## src/rtl/iccm_arbiter.sv

```systemverilog
// iccm_arbiter: shares the single-port ICCM between core fetch and host loader, sequencing boot
module iccm_arbiter #(
  parameter int ADDR_WIDTH = 12,
  parameter int DATA_WIDTH = 32,
  parameter int MAX_WAIT   = 4
) (
  input  logic                    clk_i,
  input  logic                    rst_i,
  input  logic                    boot_done_i,
  input  logic                    reboot_i,
  output logic                    core_halt_o,
  input  logic                    core_req_i,
  input  logic [ADDR_WIDTH-1:0]   core_addr_i,
  output logic                    core_gnt_o,
  output logic [DATA_WIDTH-1:0]   core_rdata_o,
  output logic                    core_rvalid_o,
  input  logic                    host_req_i,
  input  logic                    host_we_i,
  input  logic [ADDR_WIDTH-1:0]   host_addr_i,
  input  logic [DATA_WIDTH-1:0]   host_wdata_i,
  input  logic [DATA_WIDTH/8-1:0] host_wmask_i,
  output logic                    host_gnt_o,
  output logic [DATA_WIDTH-1:0]   host_rdata_o,
  output logic                    host_rvalid_o,
  output logic                    mem_req_o,
  output logic                    mem_we_o,
  output logic [ADDR_WIDTH-1:0]   mem_addr_o,
  output logic [DATA_WIDTH-1:0]   mem_wdata_o,
  output logic [DATA_WIDTH/8-1:0] mem_wmask_o,
  input  logic [DATA_WIDTH-1:0]   mem_rdata_i,
  input  logic                    mem_rvalid_i
);
  localparam int WW = $clog2(MAX_WAIT + 1);
  typedef enum logic [1:0] {BOOT, RUN, DRAIN} state_t;
  state_t state, next_state;
  logic [WW-1:0] wait_cnt;
  logic resp_pend, resp_sel, starve;
  always_comb begin
    starve        = host_req_i && wait_cnt == WW'(MAX_WAIT);
    core_gnt_o    = !rst_i && state == RUN && core_req_i && !starve;
    host_gnt_o    = !rst_i && host_req_i && (state == BOOT || (state == RUN && (!core_req_i || starve)));
    mem_req_o     = core_gnt_o || host_gnt_o;
    mem_we_o      = host_gnt_o && host_we_i;
    mem_addr_o    = host_gnt_o ? host_addr_i : core_gnt_o ? core_addr_i : '0;
    mem_wdata_o   = host_gnt_o ? host_wdata_i : '0;
    mem_wmask_o   = host_gnt_o ? host_wmask_i : '0;
    core_rvalid_o = !rst_i && mem_rvalid_i && resp_pend && !resp_sel;
    host_rvalid_o = !rst_i && mem_rvalid_i && resp_pend && resp_sel;
    core_rdata_o  = core_rvalid_o ? mem_rdata_i : '0;
    host_rdata_o  = host_rvalid_o ? mem_rdata_i : '0;
    next_state    = state == BOOT ? (reboot_i ? DRAIN : boot_done_i ? RUN : BOOT)
                  : state == RUN  ? (reboot_i ? DRAIN : RUN)
                  : (resp_pend ? DRAIN : BOOT);
  end
  always_ff @(posedge clk_i) begin
    if (rst_i) begin
      state       <= BOOT;
      core_halt_o <= 1'b1;
      wait_cnt    <= '0;
      resp_pend   <= 1'b0;
      resp_sel    <= 1'b0;
    end else begin
      state       <= next_state;
      core_halt_o <= next_state != RUN;
      resp_pend   <= mem_req_o && !mem_we_o;
      resp_sel    <= host_gnt_o;
      wait_cnt    <= (state != RUN || next_state != RUN || host_gnt_o || !host_req_i) ? '0
                   : starve ? wait_cnt : wait_cnt + 1'b1;
    end
  end
endmodule
```

## config.mk

```make
export PLATFORM = sky130hd
export DESIGN_NAME = iccm_arbiter
export DESIGN_NICKNAME = d
export VERILOG_FILES = /design/src/rtl/iccm_arbiter.sv
export SDC_FILE = /design/constraint.sdc
export NUM_CORES = 1
export LEC_CHECK = 0
export CAP_MARGIN = 15
export CORE_AREA = 2 2 85 87
export DETAILED_ROUTE_END_ITERATION = 6
export DIE_AREA = 0 0 87 89
export GPL_TIMING_DRIVEN = 1
export PLACE_DENSITY = 0.79
export SYNTH_ARGS = -nofsm -noshare
export SYNTH_HDL_FRONTEND = slang
export SYNTH_SLANG_ARGS = --single-unit
```

## constraint.sdc

```tcl
create_clock -name clk_i -period 3 [get_ports clk_i]
set_input_delay 0.9 -clock clk_i [delete_from_list [all_inputs] [get_ports clk_i]]
set_output_delay 0.9 -clock clk_i [all_outputs]
set_load 0.05 [all_outputs]
```

==> results.sh <==
export IMPL_yosysMostFrequentCell="and2_1"
export IMPL_rsz0062_at_grt="true"
export IMPL_fin_setup_tns_ns=0
export IMPL_cp_required_ns=2.10
export IMPL_io_buffers=218
export IMPL_clk_latency_ns=0.22
export IMPL_fp_dieH_um=89
export IMPL_drt_pass1_iterations=4
export IMPL_post_route_drc_count=0
export IMPL_io_pins=219
export IMPL_async_reset_ff_share_pct=0
export IMPL_n_fill_cell=405
export IMPL_avgRoutedWirePerCell_um=19.65
export IMPL_nets=544
export IMPL_grt_max_degree=34
export IMPL_post_dp_hpwl_mm=7.463
export IMPL_timing_final_crit_period_ns=2.992
export IMPL_synth_warnings=0
export IMPL_hold_depth=2
export IMPL_synth_seq_area_share_pct=11.74
export IMPL_antenna_found_initial=0
export IMPL_cp_arrival_ns=2.09
export IMPL_powerDensity_nw_per_um2=151.5
export IMPL_core_area_um2=6719
export IMPL_die_area_um2=7743
export IMPL_vdd_drop_max_uv=274.4
export IMPL_worstMarginPinSlew_ns=0.4986
export IMPL_synth_cells=208
export IMPL_finalMaxSlewViolations=0
export IMPL_netlist_area_leader_share_pct=46.79
export IMPL_synth_common_cells="102 x and2_1, 15 x a21oi_1, 15 x nand2_1"
export IMPL_grt_usage_pct=24.78
export IMPL_grt_pass1_vias=2441
export IMPL_path_clk_slew_ns=0.04
export IMPL_avgSynthCellArea_um2=6.557
export IMPL_synth_edff_count=0
export IMPL_synth_ff_type="dfxtp_1"
export IMPL_instances_no_fill=521
export IMPL_synth_nets=310
export IMPL_post_route_util_pct=76.98
export IMPL_drive_gt1_share_pct=47.05
export IMPL_hold_viol=0
export IMPL_finalWeightedCongestion=0.7950
export IMPL_max_cap_violations=0
export IMPL_htreeDepth=1
export IMPL_netlist_area_um2=1364
export IMPL_cts_hold_buf=0
export IMPL_fmaxAchievable_mhz=334.2
export IMPL_yosysTopAreaCell="and2_1"
export IMPL_post_route_period_util_pct=99.75
export IMPL_ctsRootBufferMaster="clkbuf_8"
export IMPL_cts_tree="built"
export IMPL_maxSlewHeadroom_pct=66.65
export IMPL_rows=30
export IMPL_cts_sinks=8
export IMPL_run_status="complete, no violations"
export IMPL_vias=2396
export IMPL_worstSetupPathType="in2out"
export IMPL_critPathCaptureType="output pin"
export IMPL_worstSetupStartpointType="input port"
export IMPL_ys_types=24
export IMPL_setup_violations=0
export IMPL_vias_per_cell=4.599
export IMPL_p_leak_uw=0.002224
export IMPL_synth_ff_latch_count=8
export IMPL_cp_max_fo=4
export IMPL_grt_pass1_wl_mm=14.52
export IMPL_ant_nets=0
export IMPL_area_growth_pct=279.3
export IMPL_overflow=0
export IMPL_drt_iter0_drc=45
export IMPL_clock_skew_ns=0.0005757
export IMPL_r2r_cells=8
export IMPL_drt_total_wl_mm=10.24
export IMPL_die_w_um=87
export IMPL_cts_buffers=3
export IMPL_min_path_type="reg2reg"
export IMPL_start_util_pct=20.30
export IMPL_place_inst=503
export IMPL_clockBufferDepth=2
export IMPL_synth_area_leaders="and2_1 47%, dfxtp_1 12%, o21a_1 6.6%"
[metrics by stage]
| stage | area, um2 | hold slack, ns | setup WS (ns) | power (uW) |
|---|---|---|---|---|
| floorplan | 1411 | 0.4703 | 0.02807 | 308.7 |
| global placement | 4788 | 0.5025 | -0.3032 | 593.2 |
| detailed placement | 4788 | 0.5254 | -0.3139 | 600.0 |
| CTS | 5210 | 0.5353 | -0.02970 | 790.4 |
| global route | 5170 | 0.5869 | -0.04929 | 812.8 |
| finish | 5172 | 0.5272 | 0.007634 | 783.8 |
[final timing paths]
check,from,to,slack [ns]
hold / removal,state[0]$_SDFF_PP0_,state[0]$_SDFF_PP0_,0.53
setup reg to reg,wait_cnt[0]$_SDFFE_PP0N_,wait_cnt[2]$_SDFFE_PP0N_,1.32
hold reg to reg,state[0]$_SDFF_PP0_,state[0]$_SDFF_PP0_,0.53
setup / recovery,rst_i,mem_wdata_o[0],0.008
[final cells by class]
cell class | instances | area [um2] | share of cell area, %
Antenna cell | 1 | 2.502 | 0.04838
Clock buffer | 3 | 41.29 | 0.7983
Inverter | 5 | 18.77 | 0.3628
Multi-Input combinational cell | 176 | 1234 | 23.85
Sequential cell | 8 | 160.2 | 3.096
Tap cell | 80 | 100.1 | 1.935
Timing Repair Buffer | 248 | 3616 | 69.91
[flip-flops by register name (all words and copies together) (netlist names)]
register and flops:
core_halt_o 1, resp_pend 1, state 2, resp_sel 1, wait_cnt 3
[repair_timing]
action,CTS,global route
gates resized for setup,68,10
gates cloned,7,0
setup endpoints to repair,118,40
buffers inserted,13,0
pin swaps,20,5
[cell families (layout without fill, tap and decap cells)]
logic type	Yosys count	after routing	share of synthesized area (%)
adder cells (fa/ha/maj)	2	2	1.835
multiplexers	1	1	0.7340
flip-flops	8	8	11.74
AO/OA/AOI/OAI	29	29	13.58
other	0	1	0
AND/OR/NAND/NOR	144	144	63.67
buffers and inverters	24	256	8.440
[worst max-delay path, stage by stage]
cell and delay, ns:
buf_6 0.09, or2_4 0.25, a211oi_4 0.18, buf_6 0.15, buf_12 0.12, buf_16 0.10, and2_4 0.15, buf_12 0.13
[layout by cell type (no fill, tap or decap)]
| cell | Yosys | final |
|---|---|---|
| nor2_1 | 5 | 4 |
| a211oi_4 | 0 | 1 |
| ha_1 | 2 | 2 |
| and2_1 | 102 | 55 |
| a21oi_1 | 15 | 14 |
| mux2i_1 | 1 | 1 |
| buf_2 | 5 | 1 |
| nor4_1 | 1 | 1 |
| or2_4 | 0 | 1 |
| nand2_1 | 15 | 15 |
| buf_12 | 0 | 110 |
| nand2b_1 | 1 | 1 |
| buf_4 | 1 | 29 |
| clkdlybuf4s50_1 | 0 | 96 |
| clkbuf_8 | 0 | 3 |
| o21a_1 | 12 | 12 |
| inv_1 | 5 | 5 |
| and4b_1 | 2 | 2 |
| a211oi_1 | 1 | 1 |
| a21oi_2 | 0 | 1 |
| and4bb_4 | 0 | 1 |
| and2_4 | 0 | 47 |
| dfxtp_1 | 8 | 8 |
| nand3_4 | 0 | 1 |
| buf_6 | 2 | 5 |
| nor3_1 | 2 | 2 |
| nor2_2 | 0 | 1 |
| diode_2 | 0 | 1 |
| buf_16 | 0 | 6 |
| and3_1 | 12 | 12 |
| nand4b_1 | 1 | 1 |
| dlygate4sd2_1 | 0 | 1 |
[power breakdown]
| group | internal, uW | switching (uW) | total [uW] |
|---|---|---|---|
| combinational | 307 | 240 | 547 |
| clock | 86.5 | 37.6 | 124 |
| sequential | 111 | 2.18 | 113 |
[routing by layer]
metal | routed length [um] | vias to the layer above | global-route usage (%)
li1 | - | 1137 | -
met1 | 3521 | 1123 | 25.72
met2 | 5721 | 116 | 49.13
met3 | 701 | 20 | 4.986
met4 | 295 | 0 | 8.381
met5 | 0 | - | 0
(Power assumes the default switching activity.)
